File: src/rtl/pwm_ramp_ctrl.sv
// PWM duty ramp controller: slews duty_out one LSB per STEP_DIV PWM periods toward a requested target.
// Optional soft stop (ramp down to 0 instead of immediate clear) enabled by PWM_RAMP_SOFTSTOP_EN.
module pwm_ramp_ctrl #(
  parameter int PWM_RESOLUTION = 8,
  parameter int STEP_DIV       = 4
) (
  input  logic                      clk,
  input  logic                      rst,
  input  logic                      req_valid,
  input  logic [PWM_RESOLUTION-1:0] req_duty,
  output logic                      req_ready,
  input  logic                      stop,
  output logic [PWM_RESOLUTION-1:0] duty_out,
  output logic                      period_start,
  output logic                      busy,
  output logic                      done
);

  localparam logic [7:0] STEP_LAST = 8'(STEP_DIV - 1);

  // state    | meaning
  // IDLE     | holding duty_out, accepting requests
  // RAMP     | stepping duty_out toward target
  // SOFTSTOP | stepping duty_out down to 0 after stop (macro build only)
`ifdef PWM_RAMP_SOFTSTOP_EN
  typedef enum logic [1:0] {IDLE, RAMP, SOFTSTOP} state_t;
`else
  typedef enum logic [1:0] {IDLE, RAMP} state_t;
`endif

  state_t                      state_q, state_d;
  logic [PWM_RESOLUTION-1:0]   duty_q, duty_d;
  logic [PWM_RESOLUTION-1:0]   target_q, target_d;
  logic [PWM_RESOLUTION-1:0]   period_cnt_q, period_cnt_d;
  logic [7:0]                  step_q, step_d;
  logic                        done_q, done_d;
  logic [PWM_RESOLUTION-1:0]   duty_stepped;

  always_ff @(posedge clk or posedge rst) begin
    if (rst) begin
      state_q      <= IDLE;
      duty_q       <= '0;
      target_q     <= '0;
      period_cnt_q <= '0;
      step_q       <= '0;
      done_q       <= 1'b0;
    end else begin
      state_q      <= state_d;
      duty_q       <= duty_d;
      target_q     <= target_d;
      period_cnt_q <= period_cnt_d;
      step_q       <= step_d;
      done_q       <= done_d;
    end
  end

  assign period_start = (period_cnt_q == '0);
  assign req_ready    = (state_q == IDLE) && !stop;
  assign busy         = (state_q != IDLE);
  assign done         = done_q;
  assign duty_out     = duty_q;

  // Saturating single-LSB move toward target; never wraps past it.
  always_comb begin
    duty_stepped = duty_q;
    if (duty_q < target_q)      duty_stepped = duty_q + 1'b1;
    else if (duty_q > target_q) duty_stepped = duty_q - 1'b1;
  end

  always_comb begin
    state_d      = state_q;
    duty_d       = duty_q;
    target_d     = target_q;
    step_d       = step_q;
    done_d       = 1'b0;
    period_cnt_d = period_cnt_q + 1'b1;

    case (state_q)
      IDLE: begin
        if (req_valid && req_ready) begin
          target_d = req_duty;
          step_d   = '0;
          if (req_duty == duty_q) done_d  = 1'b1;
          else                    state_d = RAMP;
        end
      end
      default: begin
        if (period_start) begin
          if (step_q == STEP_LAST) begin
            step_d = '0;
            duty_d = duty_stepped;
            if (duty_stepped == target_q) begin
              state_d = IDLE;
              done_d  = 1'b1;
            end
          end else begin
            step_d = step_q + 8'd1;
          end
        end
      end
    endcase

    // Stop overrides any ramp or acceptance decided above.
`ifdef PWM_RAMP_SOFTSTOP_EN
    if (stop && (state_q != SOFTSTOP)) begin
      target_d = '0;
      step_d   = '0;
      done_d   = 1'b0;
      duty_d   = duty_q;
      if (duty_q != '0) state_d = SOFTSTOP;
      else              state_d = IDLE;
    end
`else
    if (stop) begin
      duty_d   = '0;
      target_d = '0;
      step_d   = '0;
      done_d   = 1'b0;
      state_d  = IDLE;
    end
`endif
  end

endmodule

File: config.mk
export PLATFORM = sky130hd
export DESIGN_NAME = pwm_ramp_ctrl
export DESIGN_NICKNAME = d
export VERILOG_FILES = /design/src/rtl/pwm_ramp_ctrl.sv
export SDC_FILE = /design/constraint.sdc
export NUM_CORES = 1
export LEC_CHECK = 0
export ABC_CLOCK_PERIOD_IN_PS = 2700
export CORE_ASPECT_RATIO = 1.4
export CORE_MARGIN = 3
export CORE_UTILIZATION = 52
export CTS_CLUSTER_SIZE = 20
export DETAILED_ROUTE_END_ITERATION = 8
export PLACE_DENSITY_LB_ADDON = 0.05
export SKIP_CTS_REPAIR_TIMING = 1
export SYNTH_ARGS = -nofsm -noshare
export SYNTH_HDL_FRONTEND = slang
export SYNTH_SLANG_ARGS = --single-unit
File: constraint.sdc
create_clock -name clk -period 2.7 [get_ports clk]
set_clock_uncertainty 0.15 [all_clocks]
set_input_delay 0.54 -clock clk [delete_from_list [all_inputs] [get_ports clk]]
set_output_delay 0.54 -clock clk [all_outputs]
set_load 0.01 [all_outputs]
==> qor.csv <==
metric;value;unit
syn_area_per_cell;8.381;um2
wl;6.988;mm
vias;2454;
crit_path_start_kind;flip-flop;
dpl-instance-area;0.003070;mm2
start_util;54.63;%
die_w;64.57;um
cts_sinks;34;
pwr-share-comb;27.5;%
cts-root-buf;clkbuf_8;
synth_fp_nets;323;
synth_area;0.002497;mm2
diodes;0;
dr.pass1.iters;5;
pre_cts_ws;-0.04608;ns
slowest_delay;0.39;ns
ys.flop_type;dfrtp_1;
cts.path.max_buffers;2;
numCtsBuffers;5;
pin_count;24;
critical_path_buf_inv_count;3;
tns;0;ns
yosysTopAreaCellShare;34.07;%
swShare;29.92;%
synth_top_family_by_area;simple AND/OR/NAND/NOR gates;
setup.worst_path.end_class;flip-flop;
synth_xor_area_share;11.52;%
fin_area;0.003382;mm2
io_buffers;23;
yosysWarnings;0;
drtIter0Drc;193;
tightest_slew;0.4436;ns
slew_violations;0;
min_delay_path_depth;2;
num-nets-final;389;
p_leak;1.495;nW
status;finished, final reports clean;
muxShareOfSynthArea;0.8016;%
instances_no_fill;427;
synth-seq-area-share;34.07;%
slew_headroom;70.42;%
holdCritPathClass;reg -> reg;
power_density;378.5;mW/mm2
h-tree-depth;2;
setup_violations;0;
grt_max_degree;35;
ys_ff_latch;34;
clk_pin_slew;0.07;ns
critPathSlowestCell;dfrtp_1;
vdd_ir_drop_max;0.0003264;V
dp.cells;414;
synth_top_cell_by_area;dfrtp_1;
layout_commonest_cell;buf_4;
grt_pass1_vias;2458;
drc;0;
reg2reg_depth;12;
wl_per_cell;16.37;um
grt_pass1_wl;11.59;mm
dpl.hpwl;5.188;mm
dieHeight;88;um
cts_tree;built;
arrival;2.64;ns
coreArea;0.004572;mm2
mostFrequentLayoutCells;buf_4, dfrtp_1, nand2_1, nor2_1;
antenna_found_initial;0;
hold_viol_final;0;
power.internal;0.8971;mW
area_growth;35.42;%
drive_above_1_share;24.93;%
synth_compound_area_share;17.94;%
viasPerCell;5.747;
globalRouteOverflowTotal;0;
place.gp.congestion;0.9451;
critPathKind;reg -> reg;
rsz0062_at_grt;true;
fmax;381.8;MHz
ys_async_sr_fraction;100.0;%
synthTopCellsByArea;dfrtp_1, ha_1, xor2_1;
grt_use_total;26.42;%
cp.depth;12;
fin_crit;2.619;ns
syn_inst;298;
crit_fanout;6;
cp_top_family;compound AO/OA/AOI/OAI gates;
synth_edf_count;0;
synth.distinct_cells;53;
period_share;97.01;%
pwr-share-seq;41.0;%
num_rows;29;
p_clk_share;31.5;%
synthSimpleGateAreaFrac;24.00;%
power;1.280;mW
worst_slack;0.08065;ns
cap_violations;0;
clock_latency;0.29;ns
drtAntennaViolNets;0;
switchingPower;0.3830;mW
dieArea;0.005682;mm2
crit_chain;inv_2, ha_4, nor2b_2, o211ai_2, a21o_4, buf_6, buf_4, a21oi_1, a221o_1, a22oi_1, nand4_1, and2_1;
synthAdderAreaFrac;6.513;%
worst-endpoint-required;2.72;ns
## synthesized netlist by cell type, types with 2 or more instances
cell,instances
nor4_1,2
a211oi_1,4
ha_1,13
nand3_1,11
nor2_1,29
and3_1,7
buf_1,3
nor3_1,7
buf_2,4
dfrtp_1,34
nor2b_1,3
or4_1,2
inv_1,15
a21oi_1,23
nand2_1,33
o21ai_0,22
nand2b_1,4
a221o_1,2
o31ai_1,5
or3_1,2
xnor2_1,13
xor2_1,18
o211ai_1,3
clkbuf_1,5
buf_6,2
mux2i_1,2
nand4_1,4
## registers in the layout, indices dropped and copies added (netlist names)
register,count
duty_out,8
done,1
state_q,1
period_cnt_q,8
target_q,8
step_q,8
## per-layer routing
metal	up-vias	GRT usage (%)	share of wire [%]
met4	0	11.15	2.5
met5	-	0	0
met2	65	46.33	52
met1	1187	32.25	42
li1	1185	-	-
met3	17	3.979	3.4
## path summary, 6_finish.rpt
path                              from               to  slack (ns)
setup reg to reg           target_q[1]       state_q[0]        0.08
max in group asynchronous          rst      target_q[5]        1.58
hold reg to reg              step_q[1]        step_q[1]        0.35
hold / removal               step_q[1]        step_q[1]        0.35
min in group asynchronous          rst  period_cnt_q[2]        0.51
setup / recovery           target_q[1]       state_q[0]        0.08
## stage by stage
step                      utilization, %  hold WS, ns
after floorplan                        -       0.2968
after global placement             67.16       0.3230
after detailed placement           67.16       0.3232
after CTS                          69.24       0.3356
after global routing               73.97       0.3687
final                              73.97       0.3521
## worst reg2reg max path: stages, from the launching register on
cell,delay [ns]
dfrtp_1,0.39
inv_2,0.09
ha_4,0.21
nor2b_2,0.15
o211ai_2,0.26
a21o_4,0.22
buf_6,0.10
buf_4,0.11
a21oi_1,0.07
a221o_1,0.28
a22oi_1,0.19
nand4_1,0.13
and2_1,0.18
## power groups by stage
stage / Combinational, mW / Sequential, mW / Clock [mW]
finish: 0.352 / 0.525 / 0.403
global route: 0.381 / 0.526 / 0.429
CTS: 0.297 / 0.525 / 0.411
detailed placement: 0.295 / 0.535 / 0
global placement: 0.295 / 0.534 / 0
floorplan: 0.161 / 0.536 / 0
## cell families (layout without fill, tap and decap cells)
| group | after synthesis | count (layout) |
|---|---|---|
| muxes | 2 | 2 |
| xor gates and xnor gates | 32 | 32 |
| AOI/OAI and AO/OA | 72 | 72 |
| adders and majority gates | 13 | 13 |
| and+or+nand+nor | 116 | 116 |
| DFF | 34 | 34 |
| buffers and inverters | 29 | 96 |
## final cells by class
class	instances	area [um2]
flip-flops and latches	34	850.8
inverters	15	56.30
well taps	62	77.57
clock inverters	2	12.51
fillers	372	1190
clock buffers	6	82.58
multi-input cells	235	1687
repair buffers	73	615.6
Note: power is estimated with default switching activity, not from simulation.
